File: src/rtl/prio_enc_hs.sv
// ---------------------------------------------------------------------------
// prio_enc_hs
//
// Priority encoder with a valid/ready output handshake. Pending requests are
// sampled whenever the block is idle or its current grant is being accepted.
// The winning index is then held stable until the consumer takes it. Every
// accepted grant bumps an 8-bit wrapping counter.
//
// Parameters
//   M  number of request lines (M >= 2)
//   N  index width, must equal ceil(log2(M))
//
// Ports
//   clk         rising-edge clock
//   rst_n       asynchronous, active-low reset
//   req[M]      request vector, bit i set = requester i pending
//   out_ready   consumer accepts the presented grant (ignored while idle)
//   out_valid   a grant is presented
//   out_idx[N]  binary index of the grant (holds last value while idle)
//   out_onehot  one-hot form of out_idx, all zero while idle
//   grant_cnt   accepted grants, modulo 256
//
// Build options
//   PRIO_ENC_HS_ROUND_ROBIN_EN  when defined, arbitration is round robin and
//                               the last accepted index gets lowest priority.
//                               When undefined, the highest set index wins.
// ---------------------------------------------------------------------------
module prio_enc_hs #(
  parameter int M = 4,
  parameter int N = 2
) (
  input  logic         clk,
  input  logic         rst_n,
  input  logic [M-1:0] req,
  input  logic         out_ready,
  output logic         out_valid,
  output logic [N-1:0] out_idx,
  output logic [M-1:0] out_onehot,
  output logic [7:0]   grant_cnt
);

  typedef enum logic {
    IDLE = 1'b0,
    HOLD = 1'b1
  } state_t;

  state_t         state;
  state_t         next_state;
  logic           load;
  logic           accept;
  logic           req_any;
  logic [N-1:0]   sel_idx;
  logic [M-1:0]   sel_onehot;

  // A load edge samples req: always while idle, or when the held grant is
  // being taken. An accept is a presented grant meeting out_ready.
  assign load      = (state == IDLE) || out_ready;
  assign accept    = (state == HOLD) && out_ready;
  assign req_any   = |req;
  assign out_valid = (state == HOLD);

`ifdef PRIO_ENC_HS_ROUND_ROBIN_EN
  logic [N-1:0] ptr;
  logic [N-1:0] search_ptr;
  int           dist;
  int           best_dist;

  // On an accept edge the pointer is about to move to the accepted index.
  // The simultaneous reload must already use that new pointer, so that
  // back-to-back grants rotate without repeating the winner.
  assign search_ptr = accept ? out_idx : ptr;

  // Each requester gets a distance below the pointer, from 1 up to M. The
  // pointer position itself maps to M, so it is the last choice. The set
  // request with the smallest distance wins.
  always_comb begin
    sel_idx   = '0;
    dist      = 0;
    best_dist = M + 1;
    for (int j = 0; j < M; j++) begin
      dist = int'(search_ptr) - j;
      if (dist <= 0) begin
        dist = dist + M;
      end
      if (req[j] && (dist < best_dist)) begin
        best_dist = dist;
        sel_idx   = N'(j);
      end
    end
  end

  // The round-robin pointer remembers the most recently accepted index.
  always_ff @(posedge clk or negedge rst_n) begin
    if (!rst_n) begin
      ptr <= '0;
    end else if (accept) begin
      ptr <= out_idx;
    end
  end
`else
  // Fixed priority: scanning upward lets the highest set bit overwrite any
  // lower one. Only real request lines are scanned, so the index stays
  // within 0..M-1 even when M is not a power of two.
  always_comb begin
    sel_idx = '0;
    for (int j = 0; j < M; j++) begin
      if (req[j]) begin
        sel_idx = N'(j);
      end
    end
  end
`endif

  // Decode the selected index into one-hot form, ready to be registered
  // together with it.
  always_comb begin
    sel_onehot = '0;
    for (int j = 0; j < M; j++) begin
      sel_onehot[j] = (sel_idx == N'(j));
    end
  end

  // Next state: only a load edge can change state. Whether any request is
  // pending then decides between presenting a grant and going idle.
  always_comb begin
    next_state = state;
    if (load) begin
      next_state = req_any ? HOLD : IDLE;
    end
  end

  // State register.
  always_ff @(posedge clk or negedge rst_n) begin
    if (!rst_n) begin
      state <= IDLE;
    end else begin
      state <= next_state;
    end
  end

  // Grant registers. They are frozen while a grant waits for out_ready, so
  // request changes or withdrawals cannot disturb it. When the block goes
  // idle, the one-hot output clears but the binary index keeps its last
  // value.
  always_ff @(posedge clk or negedge rst_n) begin
    if (!rst_n) begin
      out_idx    <= '0;
      out_onehot <= '0;
    end else if (load) begin
      if (req_any) begin
        out_idx    <= sel_idx;
        out_onehot <= sel_onehot;
      end else begin
        out_onehot <= '0;
      end
    end
  end

  // Accepted-grant counter. Reset drops any grant in flight without
  // counting it.
  always_ff @(posedge clk or negedge rst_n) begin
    if (!rst_n) begin
      grant_cnt <= 8'd0;
    end else if (accept) begin
      grant_cnt <= grant_cnt + 8'd1;
    end
  end

endmodule
File: config.mk
export PLATFORM = sky130hd
export DESIGN_NAME = prio_enc_hs
export DESIGN_NICKNAME = d
export VERILOG_FILES = /design/src/rtl/prio_enc_hs.sv
export SDC_FILE = /design/constraint.sdc
export NUM_CORES = 1
export LEC_CHECK = 0
export ABC_AREA = 0
export BUFFER_PORTS_ARGS = -buffer_cell sky130_fd_sc_hd__buf_4
export CAP_MARGIN = 10
export CORE_MARGIN = 2
export CORE_UTILIZATION = 42
export CTS_BUF_LIST = sky130_fd_sc_hd__clkbuf_16
export CTS_CLUSTER_DIAMETER = 60
export CTS_CLUSTER_SIZE = 28
export DETAILED_ROUTE_END_ITERATION = 6
export PLACE_DENSITY = 0.71
export SYNTH_ARGS = -nofsm -noshare
export SYNTH_HDL_FRONTEND = slang
export SYNTH_SLANG_ARGS = --single-unit
File: constraint.sdc
create_clock -name clk -period 1 [get_ports clk]
set_input_delay 0.05 -clock clk [delete_from_list [all_inputs] [get_ports clk]]
set_output_delay 0.05 -clock clk [all_outputs]
set_load 0.02 [all_outputs]
### Yosys cells after proc, flatten, opt, wreduce, memory -nomap -nowiden

Cells that the tools add are included.
Widths: inputs -> output; s select.

* $add $sub $neg: 1
* equal/unequal tests: 3
* mux-type cells: 5
* bitwise logic cells: 1
* reductions and logical operators: 5

Operators by type and width (number)
* $add 8x1->8 const B: 1
* $eq 2x2->1 const B: 2
* $mux 2: 2
* $mux 4: 1
* $reduce_or 4->1: 1
* $eq 2x1->1 const B: 1
* $logic_not 2->1: 1
* $mux 1: 2
* $reduce_and 2->1: 1
* $logic_and 1x1->1: 1
* $logic_or 1x1->1: 1
* $not 1->1: 1

* flip-flop bits (word level): 15
* output and inout bits: 15
* logic and storage cells: 19

### Longest topological paths before layout

* depth after elaboration: 5
* gate-level depth with buffers: 4
* depth with buffers taken out: 4

### Worst setup path before layout

OpenSTA, ideal clock, no wires.

* path kind: flip-flop to flip-flop
* start: register grant_cnt[0]
* end: register grant_cnt[6]
* path slack: -0.176 ns
* cell stages (with the launch flop): 5
* library setup time: 0.080 ns
* path buffers: 0
* arrival time: 1.097 ns
* data required time: 0.920 ns
* cell sequence: dfrtp_1 > ha_1 > nand3_2 > nor3_2 > xor2_1

* longest elaborated chain between the ends: 1

Ends and longest elaborated chain
* start, declared: RTL line 39 `output logic [7:0] grant_cnt`
* start signal, assigned: RTL line 165 `grant_cnt <= grant_cnt + 8'd1;`
* $add 8x1->8: RTL line 165

Every way passes these cells.
A chain may end at the register's enable or synchronous reset.

### Worst setup path in the final report

* start: register state (netlist: out_valid)
* end: register grant_cnt[7]

* longest elaborated chain between the ends: 1

Ends and longest elaborated chain
* start, declared: RTL line 47 `state_t state;`
* start signal, assigned: RTL line 137 `state <= next_state;`
* $logic_and 1x1->1: RTL line 58 `assign accept = (state == HOLD) && out_ready;`

Every way passes these cells.

==> flow_metrics.tcl <==
set metrics [dict create \
    crit_chain "buf_6 > and4_4 > nand4_1 > xnor2_1" \
    grt_util_all_layers_pct 15.5 \
    clock_latency_ns 0.24 \
    rows 14 \
    ys_warn_count 0 \
    hold_viol_final 0 \
    cts_buffer_depth 2 \
    slowest_stage "dfrtp_2" \
    io_buffers 21 \
    r2r_start "out_valid$_DFFE_PN0P_" \
    final_common_cell "buf_4" \
    cp.arrival_ns 1.23 \
    worst_slew_margin_rel_pct 83.3 \
    path_buf_inv 1 \
    cpLargestDelayFamily "flip-flops" \
    ys_seq_area_share_pct 57.7 \
    yosysTopAreaCell "dfrtp_1" \
    crit_type "register to register" \
    via_per_inst 4.91 \
    first_pass_iters 4 \
    numCtsBuffers 3 \
    violations "negative setup slack" \
    drc 0 \
    synth_nets 66 \
    required_ns 1.13 \
    h-tree-depth 1 \
    cts_num_sinks 15 \
    p_per_area_mw_per_mm2 2590 \
    diodes 0 \
    layout_common_cells "23 x buf_4, 9 x nand2_1, 9 x dfrtp_1" \
    synth_edf_count 0 \
    path_max_fanout 5 \
    ios 22 \
    fin_crit_sh_pct 110 \
    avgSynthCellArea_um2 11.2 \
    ys_types 21 \
    vdd_ir_drop_max_v 0.00168 \
    path_clk_slew_ns 0.05 \
    grt_pass1_vias 502 \
    antenna_left 0 \
    syn-cell-area_um2 651 \
    initial_core_util_pct 44.2 \
    vias 530 \
    tritoncts "yes" \
    drv_cap 0 \
    finalSetupViolations 10 \
    grt_antenna_before_repair 0 \
    grt_max_degree 16 \
    pre_cts_slack_ns -0.243 \
    synthTopCellsByArea "dfrtp_1 58%, nand2_1 6.9%, xnor2_1 6.7%" \
    dp_hpwl_um 957 \
    grt_pass1_wl_um 2100 \
    first_iter_violations 10 \
    worstMarginPinSlew_ns 0.249 \
    max_clock_freq_ghz 0.906 \
    period_needed_ns 1.10 \
    synthFlopType "dfrtp_1" \
    critPathLaunch "out_valid$_DFFE_PN0P_" \
    synth_cells 58 \
    die_y_um 43.4 \
    wl_um 1360 \
    whs_ns 0.0386 \
    outcome "finished, violations left" \
    routabilityCongestion 0.787 \
    cp-end-kind "register" \
    die_w_um 43.4 \
    finalWorstSetupSlack_ns -0.104 \
    ys_seq_elements 15 \
    die_area_mm2 0.00188 \
    cpPeakStageDelay_ns 0.37 \
    rsz0062_at_grt "true" \
    leakagePower_nw 0.537 \
    hold_class "input port to register" \
    finClkSkew_ns 0.00245 \
    slew_viol_final 0 \
    grt-ovfl-total 0 \
    root_buffer "clkbuf_16" \
    netlist.area_leader.share_pct 57.7 \
    layout-drive-gt1-share_pct 57.6 \
    coreArea_mm2 0.00147 \
    startpoint_type "register" \
    area_delta_synth_final_pct 67.1 \
    wire_per_inst_um 12.6 \
    worstHoldStart "req[0]" \
    fin_nets 101 \
    async_reset_ff_share_pct 100 \
]
[metal layers]
layer / share of wire, % / global-route usage [%] / vias to the layer above / routed length [µm]
met4: 0.66 / 9.09 / 0 / 9
met5: 0 / 0 / - / 0
met3: 4.9 / 4.17 / 2 / 67
li1: - / - / 264 / -
met2: 50 / 23.9 / 12 / 679
met1: 44 / 19.5 / 252 / 604
[worst reg2reg max path: cells and delay by family (launching register included)]
family | cells | cell delay (ns)
DFF | 1 | 0.37
and+or+nand+nor | 2 | 0.36
xor gates and xnor gates | 1 | 0.14
buffers and inverters | 1 | 0.11
[stage by stage]
step / util [%] / total power [mW] / cells / area (µm²) / setup TNS (ns)
after floorplan: - / 1.43 / 58 / 681 / -0.420
after global placement: 60.9 / 1.83 / 100 / 896 / -0.900
after detailed placement: 60.9 / 1.86 / 100 / 896 / -1.30
after CTS: 68.8 / 2.69 / 105 / 1010 / -0.309
after global routing: 73.9 / 2.95 / 108 / 1090 / -0.922
final: 73.9 / 2.82 / 108 / 1090 / -0.579
[area by class of cell]
class	instances	area, µm²
well taps	16	20.0
clock buffers	3	75.1
repair buffers	31	262
flip-flops and latches	15	383
fillers	105	384
multi-input cells	42	344
clock inverters	1	3.75
[final timing paths]
kind	slack (ns)	cells past startpoint	end
worst max-delay path	-0.10	4	grant_cnt[7]$_DFFE_PN0P_
worst min-delay path	0.04	3	out_valid$_DFFE_PN0P_
worst max register to register	-0.10	4	grant_cnt[7]$_DFFE_PN0P_
worst min register to register	0.47	1	grant_cnt[7]$_DFFE_PN0P_
max in group asynchronous	0.61	2	grant_cnt[4]$_DFFE_PN0P_
min in group asynchronous	0.20	2	out_onehot[3]$_DFFE_PN0P_
[cell usage after synthesis, types with 2 or more instances]
library cell  number
dfrtp_1           15
nand2_1           12
nor2_1             3
nor2b_1            2
nor3_2             2
o21ai_0            4
xnor2_1            5
xor2_1             2
[registers in the layout (all words and copies together) (netlist names)]
name,count
out_idx,2
grant_cnt,8
out_onehot,4
out_valid,1
[kinds of logic after synthesis]
kind of cell | after synthesis | synth area share (%)
AOI/OAI and AO/OA | 7 | 6.35
xor gates and xnor gates | 7 | 9.42
adders and majority gates | 1 | 1.92
and+or+nand+nor | 26 | 21.7
DFF | 15 | 57.7
muxes | 1 | 1.73
buffers and inverters | 1 | 1.15
[power breakdown]
group	total, mW	leakage (nW)	switching (mW)	internal, mW
sequential	0.975	0.178	0.194	0.781
clock	0.754	0.0423	0.226	0.528
combinational	1.09	0.316	0.500	0.587
[what timing repair did]
action / in CTS / in global routing
endpoints found under the setup margin: 14 / 17
cloned: 0 / 0
buffers inserted: 0 / 3
resized for setup: 9 / 10
pin swaps: 5 / 6
endpoints found under the hold margin: 15 / 0
hold buffers: 1 / 0
(Power assumes the default switching activity.)
